===== config.mk =====
export PLATFORM = sky130hd
export DESIGN_NAME = mem_stage_flat
export DESIGN_NICKNAME = d
export VERILOG_FILES = /design/src/rtl/mem_stage_if.sv /design/src/rtl/mem_stage.sv /design/src/flat_wrapper.sv
export SDC_FILE = /design/constraint.sdc
export NUM_CORES = 1
export LEC_CHECK = 0
export CORE_MARGIN = 3
export CORE_UTILIZATION = 40
export CTS_CLUSTER_DIAMETER = 40
export DETAILED_ROUTE_END_ITERATION = 8
export DONT_BUFFER_PORTS = 1
export PLACE_DENSITY = 0.55
export SLEW_MARGIN = 20
export SYNTH_ARGS = -nofsm -noshare
export SYNTH_HDL_FRONTEND = slang
export SYNTH_SLANG_ARGS = --single-unit
export TNS_END_PERCENT = 50

===== constraint.sdc =====
create_clock -name i_clk -period 1.8 [get_ports i_clk]
set_clock_uncertainty 0.05 [all_clocks]
set_input_delay 0.36 -clock i_clk [delete_from_list [all_inputs] [get_ports i_clk]]
set_output_delay 0.36 -clock i_clk [all_outputs]
set_load 0.005 [all_outputs]

===== src/rtl/mem_stage_if.sv =====
// Execute-side instruction bus plus data-memory handshake and writeback outputs of the memory stage.
// The slave modport is the stage itself. The master modport is the execute/memory/regfile side.
interface mem_stage_if #(
  parameter int ADDR_WIDTH = 12,
  parameter int WORD_WIDTH = 32
);
  logic                  i_flush;
  logic                  i_stall;
  logic                  i_ready;
  logic [3:0]            i_opcode;
  logic [5:0]            i_operand1;
  logic [ADDR_WIDTH-1:0] i_addr;
  logic [WORD_WIDTH-1:0] i_wdata;
  logic [WORD_WIDTH-1:0] i_result;
  logic                  i_wb_req;
  logic [ADDR_WIDTH-1:0] o_mem_addr;
  logic [WORD_WIDTH-1:0] o_mem_wdata;
  logic                  o_mem_write;
  logic                  o_mem_req;
  logic                  i_mem_ack;
  logic [WORD_WIDTH-1:0] i_mem_rdata;
  logic                  o_busy;
  logic                  o_ready;
  logic                  o_wb_en;
  logic [5:0]            o_wb_reg;
  logic [WORD_WIDTH-1:0] o_wb_data;
  logic                  o_fault;

  modport slave (
    input  i_flush, i_stall, i_ready, i_opcode, i_operand1, i_addr, i_wdata,
           i_result, i_wb_req, i_mem_ack, i_mem_rdata,
    output o_mem_addr, o_mem_wdata, o_mem_write, o_mem_req, o_busy, o_ready,
           o_wb_en, o_wb_reg, o_wb_data, o_fault
  );

  modport master (
    output i_flush, i_stall, i_ready, i_opcode, i_operand1, i_addr, i_wdata,
           i_result, i_wb_req, i_mem_ack, i_mem_rdata,
    input  o_mem_addr, o_mem_wdata, o_mem_write, o_mem_req, o_busy, o_ready,
           o_wb_en, o_wb_reg, o_wb_data, o_fault
  );
endinterface


===== src/rtl/mem_stage.sv =====
// Memory stage: retires ALU results in one cycle, runs LDM/STM over a req/ack bus with timeout,
// and presents a single writeback to the register file.
module mem_stage #(
  parameter int ADDR_WIDTH  = 12,
  parameter int WORD_WIDTH  = 32,
  parameter int MEM_TIMEOUT = 15
) (
  input logic         i_clk,
  input logic         i_rst_n,
  mem_stage_if.slave  bus
);
  localparam logic [3:0] OP_LDM = 4'h7;
  localparam logic [3:0] OP_STM = 4'h6;
  localparam int         CW     = $clog2(MEM_TIMEOUT + 1);

  typedef enum logic {IDLE, MEM_WAIT} state_t;

  typedef struct packed {
    logic [ADDR_WIDTH-1:0] addr;
    logic [WORD_WIDTH-1:0] wdata;
    logic                  write;
    logic [5:0]            rd;
  } mreq_t;

  state_t                state, state_n;
  logic [CW-1:0]         cnt, cnt_n;
  logic                  flushed, flushed_n;
  logic                  req, req_n;
  mreq_t                 mreq, mreq_n;
  logic                  ready, ready_n;
  logic                  wb_en, wb_en_n;
  logic [5:0]            wb_reg, wb_reg_n;
  logic [WORD_WIDTH-1:0] wb_data, wb_data_n;
  logic                  fault, fault_n;
  logic                  is_mem, accept;

  assign is_mem = (bus.i_opcode == OP_LDM) || (bus.i_opcode == OP_STM);
  assign accept = (state == IDLE) && bus.i_ready && !bus.i_stall && !bus.i_flush;

  always_ff @(posedge i_clk or negedge i_rst_n) begin
    if (!i_rst_n) begin
      state   <= IDLE;
      cnt     <= '0;
      flushed <= 1'b0;
      req     <= 1'b0;
      mreq    <= '0;
      ready   <= 1'b0;
      wb_en   <= 1'b0;
      wb_reg  <= '0;
      wb_data <= '0;
      fault   <= 1'b0;
    end else begin
      state   <= state_n;
      cnt     <= cnt_n;
      flushed <= flushed_n;
      req     <= req_n;
      mreq    <= mreq_n;
      ready   <= ready_n;
      wb_en   <= wb_en_n;
      wb_reg  <= wb_reg_n;
      wb_data <= wb_data_n;
      fault   <= fault_n;
    end
  end

  always_comb begin
    state_n   = state;
    cnt_n     = cnt;
    flushed_n = flushed;
    req_n     = req;
    mreq_n    = mreq;
    ready_n   = 1'b0;
    wb_en_n   = 1'b0;
    wb_reg_n  = wb_reg;
    wb_data_n = wb_data;
    fault_n   = fault;
    case (state)
      IDLE: begin
        if (accept) begin
          if (!is_mem) begin
            ready_n   = 1'b1;
            wb_en_n   = bus.i_wb_req;
            wb_reg_n  = bus.i_operand1;
            wb_data_n = bus.i_result;
          end else if (bus.i_addr[1:0] != 2'b00) begin
            fault_n = 1'b1;
            ready_n = 1'b1;
          end else begin
            mreq_n    = '{addr: bus.i_addr, wdata: bus.i_wdata,
                          write: (bus.i_opcode == OP_STM), rd: bus.i_operand1};
            req_n     = 1'b1;
            cnt_n     = '0;
            flushed_n = 1'b0;
            state_n   = MEM_WAIT;
          end
        end
      end
      MEM_WAIT: begin
        // Ack wins over timeout when both land on the last allowed cycle.
        if (bus.i_mem_ack) begin
          req_n   = 1'b0;
          ready_n = 1'b1;
          state_n = IDLE;
          if (!mreq.write && !(flushed || bus.i_flush)) begin
            wb_en_n   = 1'b1;
            wb_reg_n  = mreq.rd;
            wb_data_n = bus.i_mem_rdata;
          end
        end else begin
          cnt_n     = cnt + 1'b1;
          flushed_n = flushed || bus.i_flush;
          if (cnt_n == CW'(MEM_TIMEOUT)) begin
            cnt_n   = '0;
            req_n   = 1'b0;
            fault_n = 1'b1;
            ready_n = 1'b1;
            state_n = IDLE;
          end
        end
      end
      default: state_n = IDLE;
    endcase
  end

  assign bus.o_busy      = (state == MEM_WAIT);
  assign bus.o_mem_req   = req;
  assign bus.o_mem_addr  = mreq.addr;
  assign bus.o_mem_wdata = mreq.wdata;
  assign bus.o_mem_write = mreq.write;
  assign bus.o_ready     = ready;
  assign bus.o_wb_en     = wb_en;
  assign bus.o_wb_reg    = wb_reg;
  assign bus.o_wb_data   = wb_data;
  assign bus.o_fault     = fault;
endmodule


===== src/flat_wrapper.sv =====
// flat-port wrapper written by rule: the top's interface ports become plain ports
module mem_stage_flat 
#(
  parameter int ADDR_WIDTH  = 12,
  parameter int WORD_WIDTH  = 32,
  parameter int MEM_TIMEOUT = 15
)
  (i_clk, i_rst_n, bus_i_flush, bus_i_stall, bus_i_ready, bus_i_opcode, bus_i_operand1, bus_i_addr, bus_i_wdata, bus_i_result, bus_i_wb_req, bus_i_mem_ack, bus_i_mem_rdata, bus_o_mem_addr, bus_o_mem_wdata, bus_o_mem_write, bus_o_mem_req, bus_o_busy, bus_o_ready, bus_o_wb_en, bus_o_wb_reg, bus_o_wb_data, bus_o_fault);
  mem_stage_if #(.ADDR_WIDTH(ADDR_WIDTH), .WORD_WIDTH(WORD_WIDTH)) bus_i ();
  input logic i_clk;
  input logic i_rst_n;
  input wire logic [$bits(bus_i.i_flush)-1:0] bus_i_flush;
  input wire logic [$bits(bus_i.i_stall)-1:0] bus_i_stall;
  input wire logic [$bits(bus_i.i_ready)-1:0] bus_i_ready;
  input wire logic [$bits(bus_i.i_opcode)-1:0] bus_i_opcode;
  input wire logic [$bits(bus_i.i_operand1)-1:0] bus_i_operand1;
  input wire logic [$bits(bus_i.i_addr)-1:0] bus_i_addr;
  input wire logic [$bits(bus_i.i_wdata)-1:0] bus_i_wdata;
  input wire logic [$bits(bus_i.i_result)-1:0] bus_i_result;
  input wire logic [$bits(bus_i.i_wb_req)-1:0] bus_i_wb_req;
  input wire logic [$bits(bus_i.i_mem_ack)-1:0] bus_i_mem_ack;
  input wire logic [$bits(bus_i.i_mem_rdata)-1:0] bus_i_mem_rdata;
  output wire logic [$bits(bus_i.o_mem_addr)-1:0] bus_o_mem_addr;
  output wire logic [$bits(bus_i.o_mem_wdata)-1:0] bus_o_mem_wdata;
  output wire logic [$bits(bus_i.o_mem_write)-1:0] bus_o_mem_write;
  output wire logic [$bits(bus_i.o_mem_req)-1:0] bus_o_mem_req;
  output wire logic [$bits(bus_i.o_busy)-1:0] bus_o_busy;
  output wire logic [$bits(bus_i.o_ready)-1:0] bus_o_ready;
  output wire logic [$bits(bus_i.o_wb_en)-1:0] bus_o_wb_en;
  output wire logic [$bits(bus_i.o_wb_reg)-1:0] bus_o_wb_reg;
  output wire logic [$bits(bus_i.o_wb_data)-1:0] bus_o_wb_data;
  output wire logic [$bits(bus_i.o_fault)-1:0] bus_o_fault;
  assign bus_i.i_flush = bus_i_flush;
  assign bus_i.i_stall = bus_i_stall;
  assign bus_i.i_ready = bus_i_ready;
  assign bus_i.i_opcode = bus_i_opcode;
  assign bus_i.i_operand1 = bus_i_operand1;
  assign bus_i.i_addr = bus_i_addr;
  assign bus_i.i_wdata = bus_i_wdata;
  assign bus_i.i_result = bus_i_result;
  assign bus_i.i_wb_req = bus_i_wb_req;
  assign bus_i.i_mem_ack = bus_i_mem_ack;
  assign bus_i.i_mem_rdata = bus_i_mem_rdata;
  assign bus_o_mem_addr = bus_i.o_mem_addr;
  assign bus_o_mem_wdata = bus_i.o_mem_wdata;
  assign bus_o_mem_write = bus_i.o_mem_write;
  assign bus_o_mem_req = bus_i.o_mem_req;
  assign bus_o_busy = bus_i.o_busy;
  assign bus_o_ready = bus_i.o_ready;
  assign bus_o_wb_en = bus_i.o_wb_en;
  assign bus_o_wb_reg = bus_i.o_wb_reg;
  assign bus_o_wb_data = bus_i.o_wb_data;
  assign bus_o_fault = bus_i.o_fault;
  mem_stage #(.ADDR_WIDTH(ADDR_WIDTH), .WORD_WIDTH(WORD_WIDTH), .MEM_TIMEOUT(MEM_TIMEOUT)) u_core (.i_clk(i_clk), .i_rst_n(i_rst_n), .bus(bus_i));
endmodule

# Word-level counts from Yosys, hierarchy flattened
# Index checks and enable logic that the tools add are counted.
[word_totals]
ram_bits = 0
out_inout_bits = 88
latchBits = 0
mem_bits_ro = 0
inputBits = 125
mem_count = 0
reg_bits = 99
[op_classes]
reduce_logical = 16
n_eq_ne = 13
n_lt_le_gt_ge = 0
div = 0
bitwise = 2
multipliers = 0
add_sub_neg = 1
n_mux = 50
n_shift = 0
[op_table]
columns = ["op", "n"]
rows = [
  ["32-bit two-way mux", 4],
  ["32-bit case mux with 2 select lines", 1],
  ["1-bit two-way mux", 28],
  ["6-bit two-way mux", 4],
  ["4-bit two-way mux", 5],
  ["4-bit AND reduction", 4],
  ["2-bit != test, second input constant", 7],
  ["1-bit case mux with 2 select lines", 6],
  ["6-bit case mux with 2 select lines", 1],
  ["4-bit by 3-bit == test with 1-bit output, second input constant", 2],
  ["4-bit case mux with 2 select lines", 1],
  ["5-bit AND reduction", 1],
  ["4-bit by 1-bit adder with 4-bit output, second input constant", 1],
  ["4-bit == test, second input constant", 1],
  ["1-bit logical AND", 4],
  ["1-bit zero test", 4],
  ["2-bit by 1-bit != test with 1-bit output, second input constant", 2],
  ["3-bit != test, second input constant", 1],
  ["1-bit logical OR", 2],
  ["1-bit inverter", 2],
  ["2-bit nonzero test", 1],
]

# Depth between registers and ports, before layout
[logic_depth]
depth_word = 6
ltp_mapped = 7
depth_no_buf = 5

# Least setup slack after synthesis
# No wires, ideal clock.
[synth_timing]
kind = "register to register"
start = "register u_core.state, in the netlist u_core.bus.o_busy"
end = "register u_core.wb_data[0], in the netlist u_core.bus.o_wb_data[0]"
path_stages_with_launch = 6
setup_time_ps = 138
t_arrival_ps = 1598
path_buffers = 2
t_required_ps = 1612
period_less_slack_ps = 1787
setup_slack_ps = 13
path_cell_list = "dfrtp_1 > or4b_1 > o21ai_2 > buf_4 > buf_2 > a31oi_1"
[synth_via]
elab_chain_cells = 6
[synth_lines]
columns = ["item", "line", "rtl"]
rows = [
  ["start, declared", "mem_stage.sv:25", "state_t state, state_n;"],
  ["start signal, assigned", "mem_stage.sv:53", "state <= state_n;"],
  ["1-bit inverter (no line)", "-", ""],
  ["1-bit logical AND (3 in series)", "mem_stage.sv:38", "assign accept = (state == IDLE) && bus.i_ready && !bus.i_stall && !bus.i_flush;"],
  ["2-bit by 1-bit != test with 1-bit output (no line)", "-", ""],
  ["4-bit AND reduction (no line)", "-", ""],
  ["end signal, assigned", "mem_stage.sv:61", "wb_data <= wb_data_n;"],
  ["end, declared", "mem_stage.sv:33", "logic [WORD_WIDTH-1:0] wb_data, wb_data_n;"],
]
# Parallel ways exist; a longest one is shown, timed or not.
# A chain may end at the register's enable or synchronous reset.

# Final worst setup path
[layout_timing]
start = "register u_core.state, in the netlist u_core.bus.o_busy"
end = "register u_core.wb_data[22], in the netlist u_core.bus.o_wb_data[22]"
# The elaborated chain is that of the path after synthesis.

==> run metrics <==
Post-layout nets=569; Top FF cell, synth=dfrtp_1; Num CTS Buffers=9; largest area contributor in the synthesized netlist=dfrtp_1; Async SR Flop Fraction=100.0%; wire per inst=17.92 µm; crit-path leading delay family=simple AND/OR/NAND/NOR gates; EDFF count, synth=0; vias per cell=5.354; drt initial violations=154; Total GRT Usage=16.08%; RSZ-0062 raised after global routing=true; clock root buffer=clkbuf_16; DPL Wire Length=7.162 mm; RR Startpoint=u_core.bus.o_busy; number of global-route vias before repair=3208; Max FO, Critical Path=19; Rows=38; Net Count, Synth=614; Place WS=-0.1124 ns; Die Y=113.9 µm; total congestion overflow=0; startpoint types=register; total negative slack=0 ns; fin crit period=1.759 ns; slowest CP cell=or4b_4; IR drop worst, VDD=0.4810 mV; Clk Latency, worst-skew pair=0.33 ns; worst-margin pin slew=0.4817 ns; die width=113.9 µm; Worst setup EP type=register; CTS tree=done; largest net degree at the start of global routing=100; post-route ant nets=0; max frequency=568.5 MHz; first-pass GRT wire length=16.49 mm; final WL=10.52 mm; clk sinks=99; Fin Hold WS=-0.3294 ns; Synth top area share=53.21%; Design Power=0.005075 W; Layout Utilization=44.97%; CTS max path bufs=2; core area=11130 µm²; port bufs=0; dominant cells by area after synthesis=dfrtp_1 53%, nand2_1 12%, mux2i_1 8.2%; Area growth syn-to-layout=7.471%; Starting Density=41.85%; crit path kind=reg -> reg; Mapped Area=4656 µm²; # H-tree levels=3; total I/O pin count=213; Ys Warns=0; Antenna Cells=0; Min-Delay Path Class=in -> async; Syn Area/Cell=9.560 µm²; crit path launch=u_core.bus.o_busy; Lkg Pwr=2.275 nW; via count=3143; crit share post-route=97.73%; Seq/Total Area, Yosys=53.21%; WP buf/inv=2; initial antenna violation count=0; drt drc=0; Die Area=12970 µm²; Setup-failing EPs final=0; layout cells sized above 1=10.96%; fin. max-slew vios=0; Post-Syn Instances=487; Reg clk slew, reported paths=0.06 ns; Slew Limit Headroom=67.89%; gp weighted congestion=0.7056; Critical Path, Cell by Cell=or4b_4 -> o21ai_4 -> buf_12 -> buf_16 -> a31oi_1; max_cap viols=0; post-route worst setup slack=0.04091 ns; Worst path max stage delay=0.51 ns; power per cell area=1014 nW/µm²; post-synth cell types=35; #FFs+latches synth=99; Hold Fails Final Rpt=99; leading cell types in the layout, fill and taps excluded=147 x nand2_1, 98 x dfrtp_1, 39 x a21oi_1; leading cell type in the layout, fill and taps excluded=nand2_1; first drt pass iteration count=6; status=finished, violations left; Critical Path RT=1.95 ns; failing checks=hold timing; Worst Path Arrival=1.91 ns
## final timing paths
check,to,cells past startpoint,slack (ns)
setup / recovery,u_core.bus.o_wb_data[22],5,0.04
hold / removal,u_core.bus.o_wb_data[9],0,-0.33
setup reg to reg,u_core.bus.o_wb_data[22],5,0.04
hold reg to reg,u_core.mreq[4],2,0.43
max in group asynchronous,u_core.bus.o_busy,0,1.83
min in group i_clk,u_core.bus.o_mem_wdata[19],2,0.08
## logic make-up after synthesis
family	Yosys count	synth area share [%]
AOI/OAI and AO/OA	98	12.47
and+or+nand+nor	170	15.08
buffers and inverters	79	10.35
adders and majority gates	2	0.5374
xor gates and xnor gates	1	0.1882
DFF	99	53.21
muxes	38	8.170
## Yosys cell counts (3+ instances only)
master and number:
buf_4 45, mux2i_1 38, buf_1 4, nor2_1 5, clkbuf_1 20, nand2_1 147, o21ai_0 6, buf_2 7
dfrtp_1 99, a21oi_1 42, nand3_1 3, a31oi_1 38
## metrics by stage
stage,cell area [µm²],cells
2_1_floorplan,4656,487
3_3_place_gp,4564,567
3_5_place_dp,4564,567
4_1_cts,5005,588
5_1_grt,5004,587
6_report,5004,587
## what timing repair did
action	CTS	global route
gates cloned	3	0
endpoints found under the setup margin	38	76
buffers inserted	2	0
endpoints found under the hold margin	99	99
pin swaps	2	1
resized for setup	4	6
## layer usage
metal	GRT usage (%)	vias up	part of all wire [%]
met5	0	-	0
met4	5.701	0	1.2
met3	5.358	9	11
met2	27.37	158	48
met1	19.04	1461	40
li1	-	1515	-
## layout make-up
type / instances / area [µm²]
inverters: 2 / 7.507
repair buffers: 21 / 285.3
flip-flops and latches: 99 / 2479
fillers: 1057 / 6122
multi-input cells: 309 / 1743
clock inverters: 4 / 47.55
well taps: 140 / 175.2
clock buffers: 12 / 266.5
## report_power, final
part           switching, W  internal (W)  leakage, nW
sequential         0.000238       0.00250         1.24
combinational      0.000187      0.000193        0.878
clock              0.000771       0.00119        0.155
total               0.00120       0.00388         2.28
(Power assumes the default switching activity.)
